**src/rtl/serial_add_pkg.sv**
```systemverilog
// Shared types for the bit-serial add/subtract sequencer.
// Holds the FSM state encoding and the majority helper.
`timescale 1ns/1ps
package serial_add_pkg;

  typedef enum logic [1:0] {
    IDLE,
    SHIFT,
    DONE
  } sa_state_t;

  function automatic logic maj3(
    input logic a,
    input logic b,
    input logic c
  );
    return (a & b) | (a & c) | (b & c);
  endfunction

endpackage

```
**src/rtl/serial_adder_cell.sv**
```systemverilog
// One-bit full adder cell with its carry flop.
// Ports: clk, reset, en (advance carry), a, b, init/init_val (carry load), q (sum bit), state (carry).
`timescale 1ns/1ps
module serial_adder_cell
  import serial_add_pkg::*;
(
  input  logic clk,
  input  logic reset,
  input  logic en,
  input  logic a,
  input  logic b,
  input  logic init,
  input  logic init_val,
  output logic q,
  output logic state
);

  logic carry;

  always_ff @(posedge clk) begin
    if (reset) begin
      carry <= 1'b0;
    end else if (init) begin
      carry <= init_val;
    end else if (en) begin
      carry <= maj3(a, b, carry);
    end
  end

  assign q     = a ^ b ^ carry;
  assign state = carry;

endmodule

```
**src/rtl/serial_add_sequencer.sv**
```systemverilog
// Feeds parallel operands LSB-first through a serial adder cell and returns the parallel result.
// Ports: clk, reset, in_* request handshake, out_* result handshake, busy.
`timescale 1ns/1ps
module serial_add_sequencer
  import serial_add_pkg::*;
#(
  parameter int WIDTH = 8
) (
  input  logic             clk,
  input  logic             reset,
  input  logic             in_valid,
  output logic             in_ready,
  input  logic [WIDTH-1:0] in_a,
  input  logic [WIDTH-1:0] in_b,
  input  logic             in_cin,
  input  logic             in_sub,
  output logic             out_valid,
  input  logic             out_ready,
  output logic [WIDTH-1:0] out_sum,
  output logic             out_cout,
  output logic             busy
);

  localparam int CW = (WIDTH > 1) ? $clog2(WIDTH) : 1;

  sa_state_t state_q;
  sa_state_t state_d;

  logic [WIDTH-1:0] opa;
  logic [WIDTH-1:0] opb;
  logic [WIDTH-1:0] sum_sr;
  logic [CW-1:0]    cnt;

  logic accept;
  logic shift_en;
  logic last;
  logic sbit;
  logic carry;

  assign accept   = (state_q == IDLE) && in_valid;
  assign shift_en = (state_q == SHIFT);
  assign last     = (cnt == CW'(WIDTH - 1));

  always_ff @(posedge clk) begin
    if (reset) begin
      state_q <= IDLE;
    end else begin
      state_q <= state_d;
    end
  end

  always_comb begin
    state_d = state_q;
    unique case (state_q)
      IDLE:    if (in_valid)  state_d = SHIFT;
      SHIFT:   if (last)      state_d = DONE;
      DONE:    if (out_ready) state_d = IDLE;
      default:                state_d = IDLE;
    endcase
  end

  always_comb begin
    in_ready  = 1'b0;
    out_valid = 1'b0;
    busy      = 1'b0;
    unique case (state_q)
      IDLE:  in_ready  = 1'b1;
      SHIFT: busy      = 1'b1;
      DONE: begin
        out_valid = 1'b1;
        busy      = 1'b1;
      end
      default: in_ready = 1'b0;
    endcase
  end

  // Subtraction is A + ~B + 1: invert B on load, carry seeded by the cell.
  always_ff @(posedge clk) begin
    if (reset) begin
      opa    <= '0;
      opb    <= '0;
      sum_sr <= '0;
      cnt    <= '0;
    end else if (accept) begin
      opa <= in_a;
      opb <= in_sub ? ~in_b : in_b;
      cnt <= '0;
    end else if (shift_en) begin
      opa    <= opa >> 1;
      opb    <= opb >> 1;
      sum_sr <= {sbit, sum_sr[WIDTH-1:1]};
      if (!last) begin
        cnt <= cnt + 1'b1;
      end
    end
  end

  serial_adder_cell u_cell (
    .clk      (clk),
    .reset    (reset),
    .en       (shift_en),
    .a        (opa[0]),
    .b        (opb[0]),
    .init     (accept),
    .init_val (in_sub | in_cin),
    .q        (sbit),
    .state    (carry)
  );

  assign out_sum  = sum_sr;
  assign out_cout = carry;

endmodule

```
**config.mk**
```make
export PLATFORM = sky130hd
export DESIGN_NAME = serial_add_sequencer
export DESIGN_NICKNAME = d
export VERILOG_FILES = /design/src/rtl/serial_add_pkg.sv /design/src/rtl/serial_adder_cell.sv /design/src/rtl/serial_add_sequencer.sv
export SDC_FILE = /design/constraint.sdc
export NUM_CORES = 1
export LEC_CHECK = 0
export ABC_CLOCK_PERIOD_IN_PS = 1830
export CORE_MARGIN = 5
export CORE_UTILIZATION = 45
export DETAILED_ROUTE_END_ITERATION = 7
export GPL_ROUTABILITY_DRIVEN = 0
export HOLD_SLACK_MARGIN = 0.02
export PLACE_DENSITY = 0.73
export SYNTH_ARGS = -nofsm -noshare
export SYNTH_HDL_FRONTEND = slang
export SYNTH_SLANG_ARGS = --single-unit
export TNS_END_PERCENT = 50
```
**constraint.sdc**
```tcl
create_clock -name clk -period 1.83 [get_ports clk]
set_input_delay 0.366 -clock clk [delete_from_list [all_inputs] [get_ports clk]]
set_output_delay 0.366 -clock clk [all_outputs]
set_load 0.02 [all_outputs]
```
==> run_results.csv, run 1 <==
group,metric,value,unit
drt,post-route-drc-count,0,
die,die_h,66.7,um
sta,setup_violations,0,
sta,post-route-min-period,1720,ps
drt,drtIter0Drc,41,
flow_run,maxCapViolations,0,
sta,worst_slack,110,ps
logic_synthesis,synth_edf_count,0,
placement,hpwl,2.11,mm
drt,wirelength,2.81,mm
logic_synthesis,synth_top_area_cell,"dfxtp_1",
sta,rsz0062_at_grt,"false",
cells_and_area,nets,203,
sta,slew_headroom,0.775,
sta,hold_viol,0,
power_and_ir_drop,switching_share,0.355,
logic_synthesis,synth-main-ff-cell,"dfxtp_1",
cells_and_area,fill_cells,269,
drt,vias,1085,
logic_synthesis,synthMostInstantiatedCell,"dfxtp_1",
grt,antenna_found_initial,0,
die,ios,34,
grt,grt_pass1_wl,4.86,mm
critical_path,crit_family,"buffers and inverters",
placement,io_buffers,33,
critical_path,startpoint_type,"flip-flop",
critical_path,max_stage_delay,630,ps
cts,clk_pin_slew,80,ps
cells_and_area,layout.cell_area.non_filler,1870,um^2
grt,grt_max_degree,33,
die,initial_utilization,0.470,
logic_synthesis,synthTopCellsByArea,"dfxtp_1 42%, mux2i_1 19%, a211oi_1 7.8%, nor2_1 5.7%, xor2_1 4.8%",
cts,cts_setup_buffers,0,
critical_path,end_kind,"primary output",
logic_synthesis,synth_nets,169,
status,status,"completed",
cts,cts-hold-fix-buffers,0,
drt,post_drt_wl_per_cell,12.8,um
critical_path,required,1460,ps
critical_path,critPathMaxFanout,3,
cells_and_area,diodes,0,
logic_synthesis,netlist_area,1450,um^2
sta,worst_slew_pin_slew,336,ps
die,die_w,66.7,um
cells_and_area,fin_util,0.606,
sta,worst_clock_skew,4.28,ps
grt,overflow,0,
power_and_ir_drop,p_leak,0.720,nW
critical_path,reg2reg_depth,6,
critical_path,path_cells,"clkdlybuf4s50_1",
sta,final.setup.tns,0,ps
die,fp.coreArea,3080,um^2
cells_and_area,drive_gt1_frac,0.0743,
drt,ant_nets,0,
cts,root_buffer,"clkbuf_4",
critical_path,critPathArrivalTime,1350,ps
critical_path,cp_num_cells,1,
worst_hold_path,min_path_cells,2,
cells_and_area,area_growth,29.1,%
logic_synthesis,synth_common_cells,"30 x dfxtp_1, 27 x mux2i_1, 22 x nor2_1",
logic_synthesis,synth.distinct_cells,23,
drt,viasPerCell,4.95,
placement,pre_cts_ws,132,ps
placement,place_inst,212,
drt,firstDrtPassIters,3,
power_and_ir_drop,powerDensity,1180,nW/um^2
power_and_ir_drop,combPwrFrac,0.437,
worst_hold_path,min_path_type,"flip-flop to flip-flop",
power_and_ir_drop,p_int,1.42,mW
cells_and_area,stdcell_count,219,
sta,period_share,0.940,
cts,cts_buffers,5,
cts,ctsHtreeMaxLevel,2,
cts,clk_latency,320,ps
placement,postPlaceCellArea,1830,um^2
cts,clockBufferDepth,2,
die,die_area,4440,um^2
grt,grt_pass1_vias,1148,
die,num_rows,20,
sta,max_freq,0.582,GHz
logic_synthesis,synth_seq_cells,30,
sta,finalMaxSlewViolations,0,
power_and_ir_drop,seq_power_share,0.405,
power_and_ir_drop,switchingPower,781,uW
critical_path,critPathBufInv,1,
power_and_ir_drop,power.share.clock,0.159,
critical_path,crit_path_top_delay_cell,"clkdlybuf4s50_1",
logic_synthesis,postSynthCellCount,141,
logic_synthesis,yosysSeqAreaShare,0.416,
grt,grt_usage,0.144,
power_and_ir_drop,ir_worst_vdd,590,uV
cts,clock_sinks,30,
logic_synthesis,synth_top_area_share,0.416,
cts,tritoncts,"yes",
logic_synthesis,avgSynthCellArea,10.2,um^2
logic_synthesis,ys_async_sr_fraction,0,
critical_path,criticalPathCategory,"flip-flop to primary output",
logic_synthesis,yosys_warnings,0,
final timing paths:
| check | start | endpoint | slack (ps) |
|---|---|---|---|
| worst max register to register | state_q[0] | opa[5] | 440 |
| worst min register to register | out_sum[0] | out_sum[0] | 500 |
| worst min-delay path | out_sum[0] | out_sum[0] | 500 |
| worst max-delay path | u_cell.state | out_cout | 110 |
area by class of cell:
type / instances / area, um^2 / share of cell area
flip-flops and latches: 30 / 601 / 0.322
multi-input cells: 97 / 759 / 0.407
well taps: 44 / 55.1 / 0.0295
clock buffers: 7 / 45.0 / 0.0241
inverters: 4 / 15.0 / 0.00805
repair buffers: 37 / 390 / 0.209
cell usage in the layout, fill, tap and decap left out, drive strengths merged:
| master | count |
|---|---|
| xnor2 | 1 |
| nand2 | 3 |
| dlygate4sd2 | 2 |
| a21oi | 2 |
| nand2b | 4 |
| nor2 | 22 |
| and2 | 1 |
| inv | 4 |
| xor2 | 8 |
| nand3b | 2 |
| clkbuf | 8 |
| nor2b | 1 |
| a221oi | 1 |
| clkdlybuf4s50 | 30 |
| a211oi | 15 |
| dfxtp | 30 |
| buf | 4 |
| fa | 1 |
| ha | 5 |
| nor3 | 4 |
| mux2i | 27 |
routing by layer:
layer | share of wire | up-vias | global-route usage | wire [um]
li1 | - | 556 | - | -
met2 | 0.54 | 22 | 0.270 | 1510
met1 | 0.40 | 500 | 0.147 | 1110
met5 | 0 | - | 0 | 0
met4 | 0.022 | 0 | 0.0609 | 62
met3 | 0.044 | 7 | 0.0422 | 125
flip-flops by register name, indices dropped and copies added (netlist names):
signal	count
state_q	2
opb	8
cnt	3
out_sum	8
u_cell.state	1
opa	8
logic make-up after synthesis:
| logic type | share of synthesized area |
|---|---|
| simple gates | 0.124 |
| flops | 0.416 |
| mux | 0.187 |
| compound gates | 0.103 |
| buf+inv | 0.0589 |
| xor+xnor | 0.0545 |
| fa+ha+maj | 0.0571 |
power by group through the flow:
| stage | clock, mW | combinational, mW | sequential (mW) |
|---|---|---|---|
| 2_1_floorplan | 0 | 0.733 | 0.902 |
| 3_3_place_gp | 0 | 0.967 | 0.898 |
| 4_1_cts | 0.363 | 0.983 | 0.892 |
| 3_5_place_dp | 0 | 1.00 | 0.906 |
| 6_report | 0.349 | 0.961 | 0.891 |
| 5_1_grt | 0.394 | 1.06 | 0.911 |
what timing repair did:
item / 4_1_cts / 5_1_grt
resized for setup: 3 / 2
hold endpoints to repair: 0 / 0
endpoints found under the setup margin: 3 / 1
metrics by stage:
step           hold WS, ps  power (mW)
6_report               499        2.20
4_1_cts                506        2.24
3_3_place_gp           468        1.86
5_1_grt                545        2.37
3_5_place_dp           487        1.91
2_1_floorplan          456        1.64
(Power assumes the default switching activity.)
==> run 2: changes to the inputs <==
Settings changed: ABC_CLOCK_PERIOD_IN_PS 1830 to 1780.
Clock period 1.83 ns to 1.78 ns, I/O delays scaled along.
==> run 2 against run 1 <==
Utilization grew 0.45 points. Global-route usage shrank 0.48 points. Combinational power grew 4%. Sequential share of layout area shrank 0.17 points. Cell area grew 0.74%. Power grew 3.6%. Count of clock-buffer cells in the layout is the same. Sequential power grew 3.0%. Critical path type unchanged. Largest cell class unchanged.
==> run_results.csv, run 2 (same netlist as run 1, synthesis figures left out) <==
group,metric,value,unit
cells_and_area,drive_gt1_frac,0.0795,
die,num_rows,20,
critical_path,crit_path_top_delay_cell,"clkdlybuf4s50_1",
die,fp.coreArea,3080,um^2
power_and_ir_drop,p_leak,0.723,nW
cts,clk_pin_slew,80,ps
flow_run,maxCapViolations,0,
die,die_w,66.7,um
cts,cts-hold-fix-buffers,0,
cts,clock_sinks,30,
critical_path,criticalPathCategory,"flip-flop to primary output",
sta,period_share,0.959,
cts,cts_buffers,5,
cts,tritoncts,"yes",
placement,place_inst,213,
cts,root_buffer,"clkbuf_4",
cells_and_area,final_cell_mix,"30 x clkdlybuf4s50_1, 29 x dfxtp_1, 27 x mux2i_1",
power_and_ir_drop,ir_worst_vdd,598,uV
drt,drtIter0Drc,46,
cts,ctsHtreeMaxLevel,2,
cells_and_area,nets,204,
die,initial_utilization,0.470,
cells_and_area,diodes,0,
sta,rsz0062_at_grt,"false",
sta,setup_violations,0,
critical_path,end_kind,"primary output",
drt,ant_nets,0,
sta,worst_slack,72.6,ps
placement,postPlaceCellArea,1840,um^2
sta,max_freq,0.586,GHz
cts,clockBufferDepth,2,
sta,finalMaxSlewViolations,0,
grt,grt_max_degree,33,
cells_and_area,layout.cell_area.non_filler,1880,um^2
grt,grt_pass1_wl,4.66,mm
placement,io_buffers,33,
grt,grt_pass1_vias,1115,
cells_and_area,fill_cells,250,
sta,hold_viol,0,
die,ios,34,
status,status,"completed",
cells_and_area,area_growth,30.0,%
sta,worst_slew_pin_slew,314,ps
drt,wirelength,2.75,mm
sta,post-route-min-period,1710,ps
worst_hold_path,min_path_type,"flip-flop to flip-flop",
grt,grt_usage,0.140,
cts,clk_latency,320,ps
critical_path,critPathBufInv,1,
cells_and_area,final_common_cell,"clkdlybuf4s50_1",
critical_path,critPathArrivalTime,1350,ps
grt,overflow,0,
power_and_ir_drop,powerDensity,1210,nW/um^2
drt,firstDrtPassIters,4,
sta,final.setup.tns,0,ps
placement,pre_cts_ws,131,ps
placement,hpwl,2.06,mm
drt,post_drt_wl_per_cell,12.5,um
drt,viasPerCell,4.96,
critical_path,startpoint_type,"flip-flop",
cts,cts_setup_buffers,0,
critical_path,required,1420,ps
sta,worst_clock_skew,6.09,ps
die,die_h,66.7,um
critical_path,max_stage_delay,630,ps
sta,hold-worst-slack,494,ps
cells_and_area,stdcell_count,220,
drt,vias,1091,
grt,antenna_found_initial,0,
die,die_area,4440,um^2
drt,post-route-drc-count,0,
sta,slew_headroom,0.790,
critical_path,critPathMaxFanout,3,
critical_path,path_cells,"clkdlybuf4s50_1",
critical_path,crit_family,"buffers and inverters",
run 2: stage by stage:
stage                      util  power (mW)
after floorplan               -        1.68
after global placement    0.596        1.93
after detailed placement  0.596        1.97
after CTS                 0.610        2.30
after global routing      0.611        2.46
final                     0.611        2.28
run 2: final timing paths:
| path | start | to | slack (ps) | cells past startpoint |
|---|---|---|---|---|
| max | u_cell.state | out_cout | 70 | 1 |
| min | state_q[0] | state_q[0] | 490 | 2 |
| max reg2reg | state_q[1] | opb[4] | 340 | 7 |
| min reg2reg | state_q[0] | state_q[0] | 490 | 2 |
run 2: what timing repair did:
action,in CTS,in global routing
cloned,0,0
gates resized for setup,3,2
setup endpoints to repair,3,2
pin swaps,0,0
endpoints found under the hold margin,0,0
run 2: layout make-up:
| cell class | instances | area (um^2) | area share |
|---|---|---|---|
| Clock buffer | 7 | 45.0 | 0.0240 |
| Tap cell | 44 | 55.1 | 0.0293 |
| Sequential cell | 30 | 602 | 0.320 |
| Multi-Input combinational cell | 97 | 759 | 0.404 |
| Inverter | 4 | 15.0 | 0.00799 |
| Timing Repair Buffer | 38 | 403 | 0.214 |
run 2: worst min-delay path, delay by kind of cell (launching register included):
family / cells / cell delay, ps
muxes: 1 / 60
DFF: 1 / 330
and+or+nand+nor: 1 / 60
run 2: metal layers:
| metal | GRT usage | vias to the layer above | routed length [um] |
|---|---|---|---|
| met5 | 0 | - | 0 |
| met4 | 0.0660 | 0 | 47 |
| met3 | 0.0607 | 6 | 147 |
| met2 | 0.245 | 26 | 1450 |
| met1 | 0.140 | 501 | 1100 |
| li1 | - | 558 | - |
run 2: where the power goes:
part | switching [mW] | internal (mW)
registers | 0.0945 | 0.824
clock network | 0.210 | 0.149
logic | 0.497 | 0.508
total | 0.801 | 1.48
==> run 3: changes to the inputs <==
Settings changed: GPL_ROUTABILITY_DRIVEN 0 to not set.
==> results of run 3 <==
No change in the layout: final DEF, timing and power equal those of run 2.
